[src/rtl/mouse_master_sm_if.sv]
// -----------------------------------------------------------------------------
// mouse_master_sm_if
// Bundles the PS/2 host controller's links: the command handshake to the
// mouse transmitter, the byte stream from the mouse receiver, and the packet
// registers plus interrupt pulse offered to downstream logic.
//
// Handshake semantics (all signals synchronous to the controller clock):
//   SEND_BYTE is a one-cycle request; BYTE_TO_SEND is valid in that cycle and
//   stays unchanged until the transmitter answers with a one-cycle BYTE_SENT.
//   BYTE_READY is a one-cycle strobe from the receiver; BYTE_RECEIVED and
//   BYTE_ERROR_CODE are valid only in that cycle. There is no back-pressure:
//   a strobe arriving in a state that is not waiting for it is dropped.
//   SEND_INTERRUPT is a one-cycle strobe; MOUSE_STATUS/DX/DY are valid from
//   that cycle and hold until the next strobe.
//
// Modports:
//   master - the host controller (drives commands, packet outputs)
//   slave  - the transmitter/receiver/consumer side
// -----------------------------------------------------------------------------
interface mouse_master_sm_if;
  logic       SEND_BYTE;
  logic [7:0] BYTE_TO_SEND;
  logic       BYTE_SENT;
  logic       READ_ENABLE;
  logic       BYTE_READY;
  logic [7:0] BYTE_RECEIVED;
  logic [1:0] BYTE_ERROR_CODE;
  logic [7:0] MOUSE_STATUS;
  logic [7:0] MOUSE_DX;
  logic [7:0] MOUSE_DY;
  logic       SEND_INTERRUPT;

  modport master (
    output SEND_BYTE, BYTE_TO_SEND, READ_ENABLE,
    output MOUSE_STATUS, MOUSE_DX, MOUSE_DY, SEND_INTERRUPT,
    input  BYTE_SENT, BYTE_READY, BYTE_RECEIVED, BYTE_ERROR_CODE
  );

  modport slave (
    input  SEND_BYTE, BYTE_TO_SEND, READ_ENABLE,
    input  MOUSE_STATUS, MOUSE_DX, MOUSE_DY, SEND_INTERRUPT,
    output BYTE_SENT, BYTE_READY, BYTE_RECEIVED, BYTE_ERROR_CODE
  );
endinterface

[src/rtl/mouse_master_sm.sv]
// -----------------------------------------------------------------------------
// mouse_master_sm
// PS/2 mouse host controller. After reset it waits INIT_WAIT cycles, sends
// reset (0xFF), expects 0xFA/0xAA/0x00, sends enable (0xF4), expects 0xFA,
// then streams 3-byte movement packets into MOUSE_STATUS/DX/DY with a
// one-cycle SEND_INTERRUPT per packet. Any init-phase wait that lasts
// TIMEOUT cycles, or any unexpected/errored reply, restarts at INIT.
//
// Ports:
//   CLK          - system clock
//   RESET        - asynchronous active-high reset
//   bus          - mouse_master_sm_if.master (transmitter, receiver, packet out)
//   MASTER_STATE - current state encoding (debug)
//
// Optional build macro: MOUSE_WATCHDOG_EN
//   When defined, a packet stalled in RX_DX/RX_DY for TIMEOUT cycles is
//   dropped and the controller resyncs at RX_STATUS. When undefined those
//   states wait indefinitely.
// -----------------------------------------------------------------------------
module mouse_master_sm #(
  parameter int INIT_WAIT = 5000000,
  parameter int TIMEOUT   = 50000000,
  parameter int CNT_W     = 26
) (
  input  logic                 CLK,
  input  logic                 RESET,
  mouse_master_sm_if.master    bus,
  output logic [3:0]           MASTER_STATE
);

  typedef enum logic [3:0] {
    S_INIT         = 4'd0,
    S_SEND_FF      = 4'd1,
    S_WAIT_SENT_FF = 4'd2,
    S_WAIT_ACK     = 4'd3,
    S_WAIT_BAT     = 4'd4,
    S_WAIT_ID      = 4'd5,
    S_SEND_F4      = 4'd6,
    S_WAIT_SENT_F4 = 4'd7,
    S_WAIT_ACK_F4  = 4'd8,
    S_RX_STATUS    = 4'd9,
    S_RX_DX        = 4'd10,
    S_RX_DY        = 4'd11,
    S_REPORT       = 4'd12
  } state_t;

  localparam logic [CNT_W-1:0] INIT_LAST = CNT_W'(INIT_WAIT - 1);
  localparam logic [CNT_W-1:0] TO_LAST   = CNT_W'(TIMEOUT - 1);

  state_t           state, next_state;
  logic [CNT_W-1:0] cnt, cnt_next;

  logic             byte_ok;
  logic             init_phase;
  logic             timeout_hit;
  logic             count_en;

  logic [7:0]       shadow_status, shadow_dx, shadow_dy;

  logic             send_byte_d;
  logic [7:0]       byte_to_send_d;
  logic             read_enable_d;
  logic             send_interrupt_d;
  logic [7:0]       mouse_status_d, mouse_dx_d, mouse_dy_d;

  assign MASTER_STATE = state;

  assign byte_ok     = bus.BYTE_READY && (bus.BYTE_ERROR_CODE == 2'b00);
  // States 2..8 are the guarded init-phase waits.
  assign init_phase  = (state >= S_WAIT_SENT_FF) && (state <= S_WAIT_ACK_F4);
  assign timeout_hit = (cnt == TO_LAST);

  // ---------------------------------------------------------------------------
  // State and counter registers
  // ---------------------------------------------------------------------------
  always_ff @(posedge CLK or posedge RESET) begin
    if (RESET) begin
      state <= S_INIT;
      cnt   <= '0;
    end else begin
      state <= next_state;
      cnt   <= cnt_next;
    end
  end

  // ---------------------------------------------------------------------------
  // Next-state logic
  // ---------------------------------------------------------------------------
  always_comb begin
    next_state = state;
    case (state)
      S_INIT:         if (cnt == INIT_LAST) next_state = S_SEND_FF;
      S_SEND_FF:      next_state = S_WAIT_SENT_FF;
      S_WAIT_SENT_FF: if (bus.BYTE_SENT) next_state = S_WAIT_ACK;
      S_WAIT_ACK:
        if (bus.BYTE_READY)
          next_state = (byte_ok && bus.BYTE_RECEIVED == 8'hFA) ? S_WAIT_BAT : S_INIT;
      S_WAIT_BAT:
        if (bus.BYTE_READY)
          next_state = (byte_ok && bus.BYTE_RECEIVED == 8'hAA) ? S_WAIT_ID : S_INIT;
      S_WAIT_ID:
        if (bus.BYTE_READY)
          next_state = (byte_ok && bus.BYTE_RECEIVED == 8'h00) ? S_SEND_F4 : S_INIT;
      S_SEND_F4:      next_state = S_WAIT_SENT_F4;
      S_WAIT_SENT_F4: if (bus.BYTE_SENT) next_state = S_WAIT_ACK_F4;
      S_WAIT_ACK_F4:
        if (bus.BYTE_READY)
          next_state = (byte_ok && bus.BYTE_RECEIVED == 8'hFA) ? S_RX_STATUS : S_INIT;
      // Bit 3 of a status byte is always set; a clear bit 3 means we are
      // mid-packet, so the byte is skipped until alignment is found.
      S_RX_STATUS:
        if (byte_ok && bus.BYTE_RECEIVED[3]) next_state = S_RX_DX;
      S_RX_DX: begin
        if (bus.BYTE_READY)
          next_state = byte_ok ? S_RX_DY : S_RX_STATUS;
`ifdef MOUSE_WATCHDOG_EN
        else if (timeout_hit)
          next_state = S_RX_STATUS;
`endif
      end
      S_RX_DY: begin
        if (bus.BYTE_READY)
          next_state = byte_ok ? S_REPORT : S_RX_STATUS;
`ifdef MOUSE_WATCHDOG_EN
        else if (timeout_hit)
          next_state = S_RX_STATUS;
`endif
      end
      S_REPORT:       next_state = S_RX_STATUS;
      default:        next_state = S_INIT;
    endcase

    // The timeout outranks any reply arriving in the same cycle.
    if (init_phase && timeout_hit) next_state = S_INIT;
  end

  // Counter clears on every state change and otherwise runs only where a
  // wait is being measured.
  always_comb begin
    count_en = (state == S_INIT) || init_phase;
`ifdef MOUSE_WATCHDOG_EN
    if (state == S_RX_DX || state == S_RX_DY) count_en = 1'b1;
`endif
    if (next_state != state) cnt_next = '0;
    else if (count_en)       cnt_next = cnt + CNT_W'(1);
    else                     cnt_next = '0;
  end

  // ---------------------------------------------------------------------------
  // Packet shadow registers: bytes are held here until the whole packet is
  // good, so a dropped packet never disturbs the visible MOUSE_* registers.
  // ---------------------------------------------------------------------------
  always_ff @(posedge CLK or posedge RESET) begin
    if (RESET) begin
      shadow_status <= 8'h00;
      shadow_dx     <= 8'h00;
      shadow_dy     <= 8'h00;
    end else begin
      if (state == S_RX_STATUS && byte_ok && bus.BYTE_RECEIVED[3])
        shadow_status <= bus.BYTE_RECEIVED;
      if (state == S_RX_DX && byte_ok)
        shadow_dx <= bus.BYTE_RECEIVED;
      if (state == S_RX_DY && byte_ok)
        shadow_dy <= bus.BYTE_RECEIVED;
    end
  end

  // ---------------------------------------------------------------------------
  // Output logic: decoded from the current state, then registered, so every
  // output appears one cycle after the state that produces it.
  // ---------------------------------------------------------------------------
  always_comb begin
    send_byte_d      = 1'b0;
    byte_to_send_d   = bus.BYTE_TO_SEND;
    read_enable_d    = 1'b0;
    send_interrupt_d = 1'b0;
    mouse_status_d   = bus.MOUSE_STATUS;
    mouse_dx_d       = bus.MOUSE_DX;
    mouse_dy_d       = bus.MOUSE_DY;
    case (state)
      S_SEND_FF: begin
        send_byte_d    = 1'b1;
        byte_to_send_d = 8'hFF;
      end
      S_SEND_F4: begin
        send_byte_d    = 1'b1;
        byte_to_send_d = 8'hF4;
      end
      S_WAIT_ACK, S_WAIT_BAT, S_WAIT_ID, S_WAIT_ACK_F4,
      S_RX_STATUS, S_RX_DX, S_RX_DY:
        read_enable_d = 1'b1;
      S_REPORT: begin
        send_interrupt_d = 1'b1;
        mouse_status_d   = shadow_status;
        mouse_dx_d       = shadow_dx;
        mouse_dy_d       = shadow_dy;
      end
      default: ;
    endcase
  end

  always_ff @(posedge CLK or posedge RESET) begin
    if (RESET) begin
      bus.SEND_BYTE      <= 1'b0;
      bus.BYTE_TO_SEND   <= 8'h00;
      bus.READ_ENABLE    <= 1'b0;
      bus.SEND_INTERRUPT <= 1'b0;
      bus.MOUSE_STATUS   <= 8'h00;
      bus.MOUSE_DX       <= 8'h00;
      bus.MOUSE_DY       <= 8'h00;
    end else begin
      bus.SEND_BYTE      <= send_byte_d;
      bus.BYTE_TO_SEND   <= byte_to_send_d;
      bus.READ_ENABLE    <= read_enable_d;
      bus.SEND_INTERRUPT <= send_interrupt_d;
      bus.MOUSE_STATUS   <= mouse_status_d;
      bus.MOUSE_DX       <= mouse_dx_d;
      bus.MOUSE_DY       <= mouse_dy_d;
    end
  end

endmodule

[src/flat_wrapper.sv]
// flat-port wrapper written by rule: the top's interface ports become plain ports
module mouse_master_sm_flat 
#(
  parameter int INIT_WAIT = 5000000,
  parameter int TIMEOUT   = 50000000,
  parameter int CNT_W     = 26
)
  (CLK, RESET, MASTER_STATE, bus_SEND_BYTE, bus_BYTE_TO_SEND, bus_READ_ENABLE, bus_MOUSE_STATUS, bus_MOUSE_DX, bus_MOUSE_DY, bus_SEND_INTERRUPT, bus_BYTE_SENT, bus_BYTE_READY, bus_BYTE_RECEIVED, bus_BYTE_ERROR_CODE);
  mouse_master_sm_if bus_i ();
  input  logic CLK;
  input  logic RESET;
  output logic [3:0] MASTER_STATE;
  output wire logic [$bits(bus_i.SEND_BYTE)-1:0] bus_SEND_BYTE;
  output wire logic [$bits(bus_i.BYTE_TO_SEND)-1:0] bus_BYTE_TO_SEND;
  output wire logic [$bits(bus_i.READ_ENABLE)-1:0] bus_READ_ENABLE;
  output wire logic [$bits(bus_i.MOUSE_STATUS)-1:0] bus_MOUSE_STATUS;
  output wire logic [$bits(bus_i.MOUSE_DX)-1:0] bus_MOUSE_DX;
  output wire logic [$bits(bus_i.MOUSE_DY)-1:0] bus_MOUSE_DY;
  output wire logic [$bits(bus_i.SEND_INTERRUPT)-1:0] bus_SEND_INTERRUPT;
  input wire logic [$bits(bus_i.BYTE_SENT)-1:0] bus_BYTE_SENT;
  input wire logic [$bits(bus_i.BYTE_READY)-1:0] bus_BYTE_READY;
  input wire logic [$bits(bus_i.BYTE_RECEIVED)-1:0] bus_BYTE_RECEIVED;
  input wire logic [$bits(bus_i.BYTE_ERROR_CODE)-1:0] bus_BYTE_ERROR_CODE;
  assign bus_SEND_BYTE = bus_i.SEND_BYTE;
  assign bus_BYTE_TO_SEND = bus_i.BYTE_TO_SEND;
  assign bus_READ_ENABLE = bus_i.READ_ENABLE;
  assign bus_MOUSE_STATUS = bus_i.MOUSE_STATUS;
  assign bus_MOUSE_DX = bus_i.MOUSE_DX;
  assign bus_MOUSE_DY = bus_i.MOUSE_DY;
  assign bus_SEND_INTERRUPT = bus_i.SEND_INTERRUPT;
  assign bus_i.BYTE_SENT = bus_BYTE_SENT;
  assign bus_i.BYTE_READY = bus_BYTE_READY;
  assign bus_i.BYTE_RECEIVED = bus_BYTE_RECEIVED;
  assign bus_i.BYTE_ERROR_CODE = bus_BYTE_ERROR_CODE;
  mouse_master_sm #(.INIT_WAIT(INIT_WAIT), .TIMEOUT(TIMEOUT), .CNT_W(CNT_W)) u_core (.CLK(CLK), .RESET(RESET), .bus(bus_i), .MASTER_STATE(MASTER_STATE));
endmodule
[config.mk]
export PLATFORM = sky130hd
export DESIGN_NAME = mouse_master_sm_flat
export DESIGN_NICKNAME = d
export VERILOG_FILES = /design/src/rtl/mouse_master_sm_if.sv /design/src/rtl/mouse_master_sm.sv /design/src/flat_wrapper.sv
export SDC_FILE = /design/constraint.sdc
export NUM_CORES = 1
export LEC_CHECK = 0
export ABC_CLOCK_PERIOD_IN_PS = 3800
export CORE_ASPECT_RATIO = 0.8
export CORE_MARGIN = 2
export CORE_UTILIZATION = 30
export DETAILED_ROUTE_END_ITERATION = 10
export GPL_ROUTABILITY_DRIVEN = 0
export SLEW_MARGIN = 0
export SYNTH_ARGS = -nofsm -noshare
export SYNTH_HDL_FRONTEND = slang
export SYNTH_SLANG_ARGS = --single-unit
[constraint.sdc]
create_clock -name CLK -period 3.8 [get_ports CLK]
set_input_delay 0.57 -clock CLK [delete_from_list [all_inputs] [get_ports CLK]]
set_output_delay 0.57 -clock CLK [all_outputs]
set_load 0.03 [all_outputs]
==> impl_metrics.prom <==
# TYPE chip_impl_metric gauge
chip_impl_metric{name="timing.final.hold_violations",unit=""} 0
chip_impl_metric{name="fill_cells",unit=""} 1322
chip_impl_metric{name="worst_ep_arrival_time",unit="ns"} 3.16
chip_impl_metric{name="detail-route-antenna-nets",unit=""} 0
chip_impl_metric{name="drt_first_iter_violations",unit=""} 240
chip_impl_metric{name="grt_util_all_layers",unit=""} 0.137
chip_impl_metric{name="finalInstanceArea",unit="sq um"} 5280
chip_impl_info{name="cp_cell_sequence",value="or4b_1 > a2111o_1 > o31ai_2 > buf_4 > a311o_2 > nand3_4 > nor4b_1"} 1
chip_impl_metric{name="routed_wl",unit="mm"} 9.79
chip_impl_metric{name="timing_max_transition_violations_final",unit=""} 0
chip_impl_metric{name="place_worst_setup_slack",unit="ns"} 0.572
chip_impl_metric{name="layout-drive-gt1-share",unit=""} 0.271
chip_impl_metric{name="postSynthCellCount",unit=""} 356
chip_impl_metric{name="cellLeakagePower",unit="nW"} 2.15
chip_impl_metric{name="overflow",unit=""} 0
chip_impl_metric{name="antenna_found_initial",unit=""} 0
chip_impl_metric{name="route.detailed.vias_per_inst",unit=""} 5.24
chip_impl_metric{name="required",unit="ns"} 4.04
chip_impl_metric{name="floorplan.core_area",unit="sq um"} 13700
chip_impl_metric{name="postCtsResizedCells",unit=""} 0
chip_impl_metric{name="final.setup.tns",unit="ns"} 0
chip_impl_metric{name="post_synth_num_cell_types",unit=""} 62
chip_impl_metric{name="count_of_synthesis_stage_warnings_from_yosys",unit=""} 0
chip_impl_metric{name="power_frac_clock",unit=""} 0.297
chip_impl_metric{name="synth_enable_flop_cells",unit=""} 0
chip_impl_metric{name="max_slew_margin",unit=""} 0.231
chip_impl_metric{name="grt_first_pass_wirelength",unit="mm"} 16.5
chip_impl_metric{name="num-nets-final",unit=""} 423
chip_impl_metric{name="drcViolationCount",unit=""} 0
chip_impl_info{name="timing.hold.worst.class",value="reg2reg"} 1
chip_impl_metric{name="net-switching-power",unit="W"} 0.00111
chip_impl_metric{name="routedWlPerCell",unit="microns"} 16.5
chip_impl_info{name="synth_most_common_cell",value="dfrtp_1"} 1
chip_impl_info{name="setup.worst_path.start_class",value="register"} 1
chip_impl_info{name="timing.critical_path.slowest_stage_cell",value="or4b_1"} 1
chip_impl_metric{name="port_buffers",unit=""} 52
chip_impl_metric{name="dpl-instance-area",unit="sq um"} 4980
chip_impl_metric{name="cts.sink_count",unit=""} 83
chip_impl_metric{name="syn_area_per_cell",unit="sq um"} 12.0
chip_impl_info{name="netlist.top_cell.by_area",value="dfrtp_1"} 1
chip_impl_metric{name="area_growth_syn_to_fin",unit="%"} 23.4
chip_impl_metric{name="diodes",unit=""} 0
chip_impl_metric{name="irDropWorstVdd",unit="uV"} 427
chip_impl_metric{name="critPathMaxStageDelay",unit="ns"} 0.63
chip_impl_metric{name="grt_start_max_net_pins",unit=""} 42
chip_impl_info{name="yosys-top-cells-count",value="dfrtp_1 (83), mux2_2 (48), nor4_2 (20)"} 1
chip_impl_metric{name="dr.pass1.iters",unit=""} 4
chip_impl_metric{name="syn-num-nets",unit=""} 371
chip_impl_metric{name="final_worst_path_period_need",unit="ns"} 2.92
chip_impl_metric{name="synth_seq_area_share",unit=""} 0.486
chip_impl_metric{name="cts_buffers",unit=""} 9
chip_impl_metric{name="floorplan.initialDensity",unit=""} 0.311
chip_impl_metric{name="first_global_vias",unit=""} 3085
chip_impl_info{name="ranking_of_synthesized_cells_by_area",value="dfrtp_1 (49%), mux2_2 (13%), nor4_2 (5.9%)"} 1
chip_impl_metric{name="clk_path_buf_depth",unit=""} 2
chip_impl_metric{name="power.share.switching",unit=""} 0.386
chip_impl_metric{name="layout_worst_path_cycle_share",unit=""} 0.769
chip_impl_metric{name="postCtsHoldBufs",unit=""} 0
chip_impl_metric{name="power_frac_seq",unit=""} 0.360
chip_impl_metric{name="vias_after_detailed_routing",unit=""} 3108
chip_impl_metric{name="post_cts_buffers",unit=""} 0
chip_impl_metric{name="cp_max_fo",unit=""} 26
chip_impl_metric{name="power_frac_comb",unit=""} 0.342
chip_impl_info{name="timing.setup.critical_path_class",value="reg2reg"} 1
chip_impl_metric{name="finalClockSkew",unit="ns"} 0.00647
chip_impl_metric{name="fin_ws",unit="ns"} 0.877
chip_impl_info{name="cts.root.buffer_cell",value="clkbuf_16"} 1
chip_impl_metric{name="critical_path.n_buffers_inverters",unit=""} 1
chip_impl_info{name="cts_tree",value="built"} 1
chip_impl_info{name="grt_setup_unrepaired",value="no"} 1
chip_impl_metric{name="internal_power",unit="W"} 0.00178
chip_impl_metric{name="tightestPinTransition",unit="ns"} 1.14
chip_impl_info{name="yosys_most_used_dff",value="dfrtp_1"} 1
chip_impl_metric{name="ctsHtreeMaxLevel",unit=""} 3
chip_impl_metric{name="netlist.area_leader.share",unit=""} 0.486
chip_impl_metric{name="clk_latency",unit="ns"} 0.35
chip_impl_metric{name="power_density",unit="nW/um^2"} 548
chip_impl_metric{name="timing.final.setup_violations",unit=""} 0
chip_impl_metric{name="fp.dieArea",unit="sq um"} 15200
chip_impl_metric{name="fp.dieH",unit="microns"} 111
chip_impl_metric{name="async_reset_ff_frac",unit=""} 1.00
chip_impl_metric{name="fp.dieW",unit="microns"} 137
chip_impl_metric{name="max_cap_violations",unit=""} 0
chip_impl_metric{name="worst_setup_hold_path_clk_slew",unit="ns"} 0.07
chip_impl_info{name="outcome",value="finished clean"} 1
chip_impl_metric{name="rows",unit=""} 38
chip_impl_metric{name="ys_seq_elements",unit=""} 83
chip_impl_metric{name="syn_area",unit="sq um"} 4280
chip_impl_info{name="worstSetupEndpointType",value="register"} 1
chip_impl_info{name="path_delay_family",value="simple AND/OR/NAND/NOR gates"} 1
chip_impl_metric{name="dpl.hpwl",unit="mm"} 6.73
chip_impl_metric{name="max_freq",unit="GHz"} 0.342
chip_impl_metric{name="top_level_ports",unit=""} 53
-- state kept, by name (all words and copies together) (netlist names) --
register and cells:
u_core.shadow_status 8, u_core.bus.SEND_INTERRUPT 1, u_core.bus.BYTE_TO_SEND 2, u_core.bus.MOUSE_DX 8, u_core.bus.READ_ENABLE 1, u_core.shadow_dy 8, u_core.bus.MOUSE_DY 8, u_core.bus.MOUSE_STATUS 8
u_core.cnt 26, u_core.shadow_dx 8, u_core.bus.SEND_BYTE 1, u_core.MASTER_STATE 4
-- per-stage QoR --
stage / power (W) / std cells / util / hold slack, ns
2_1_floorplan: 0.00186 / 356 / - / 0.428
3_3_place_gp: 0.00203 / 577 / 0.363 / 0.444
3_5_place_dp: 0.00205 / 577 / 0.363 / 0.455
4_1_cts: 0.00292 / 593 / 0.384 / 0.474
5_1_grt: 0.00304 / 593 / 0.384 / 0.506
6_report: 0.00289 / 593 / 0.384 / 0.477
-- placed cells by master (no fill, tap or decap), types with 2 or more instances in the layout --
master / synthesis / layout
nand4_1: 13 / 13
buf_4: 6 / 13
a22oi_1: 2 / 2
a21oi_1: 6 / 6
a31oi_1: 2 / 2
or4b_1: 2 / 2
nand4b_1: 2 / 2
and4_1: 2 / 2
o21a_1: 2 / 2
dfrtp_1: 83 / 83
nor3_1: 6 / 6
xor2_1: 15 / 15
inv_1: 6 / 5
or2_2: 3 / 3
nand3_1: 12 / 12
nor2_1: 16 / 16
inv_6: 0 / 3
nand2_1: 11 / 11
and3b_1: 2 / 2
clkbuf_16: 0 / 9
xnor2_1: 10 / 10
o22ai_1: 2 / 2
and3_1: 6 / 6
nor4_2: 20 / 21
nor4b_1: 6 / 6
or4_1: 3 / 3
clkdlybuf4s50_1: 0 / 52
o21bai_1: 2 / 2
nor4_1: 10 / 9
mux2_2: 48 / 48
nor4bb_1: 2 / 2
nand2b_1: 5 / 5
o21ai_0: 5 / 5
-- worst reg2reg max path, delay by kind of cell (launching register included) --
kind	cells	cell delay, ns
simple gates	3	1.39
compound gates	3	0.79
flops	1	0.47
buf+inv	1	0.17
-- per-layer routing --
layer | wire length, microns | part of all wire | track usage
met2 | 4250 | 0.43 | 0.187
met1 | 4960 | 0.51 | 0.209
met3 | 444 | 0.045 | 0.0316
met4 | 135 | 0.014 | 0.0440
met5 | 0 | 0 | 0
-- power by group through the flow --
stage | clock network, W | logic [W] | registers, W
detailed placement | 0 | 0.000993 | 0.00106
global placement | 0 | 0.000975 | 0.00105
floorplan | 0 | 0.000743 | 0.00111
global route | 0.000924 | 0.00107 | 0.00105
finish | 0.000859 | 0.000989 | 0.00104
CTS | 0.000886 | 0.000993 | 0.00104
-- final cells by class --
type	count	area, sq um	share of cell area
clock buffer	9	225	0.0427
clock inverter	7	70.1	0.0133
inverter	6	23.8	0.00451
multi-input combinational	243	2040	0.386
sequential	83	2080	0.394
tap	180	225	0.0427
timing repair buffer	65	618	0.117
-- cells by family (layout without fill, tap and decap cells) --
family / Yosys count / after routing / synth area share
xor+xnor: 25 / 25 / 0.0512
mux: 48 / 48 / 0.126
compound gates: 39 / 39 / 0.0737
flops: 83 / 83 / 0.486
fa+ha+maj: 1 / 1 / 0.00293
simple gates: 130 / 130 / 0.218
buf+inv: 30 / 87 / 0.0421
-- path summary, 6_finish.rpt --
kind	start	endpoint	slack (ns)	depth (start not counted)
worst min-delay path	u_core.shadow_status[3]$_DFFE_PP0P_	u_core.shadow_status[3]$_DFFE_PP0P_	0.48	1
worst max-delay path	u_core.MASTER_STATE[2]$_DFF_PP0_	u_core.cnt[1]$_DFF_PP0_	0.88	7
worst min register to register	u_core.shadow_status[3]$_DFFE_PP0P_	u_core.shadow_status[3]$_DFFE_PP0P_	0.48	1
worst max register to register	u_core.MASTER_STATE[2]$_DFF_PP0_	u_core.cnt[1]$_DFF_PP0_	0.88	7
max in group asynchronous	RESET	u_core.MASTER_STATE[2]$_DFF_PP0_	2.48	3
min in group asynchronous	RESET	u_core.bus.MOUSE_DY[4]$_DFFE_PP0N_	0.49	2
No activity file was read; power rests on OpenSTA's default activity.
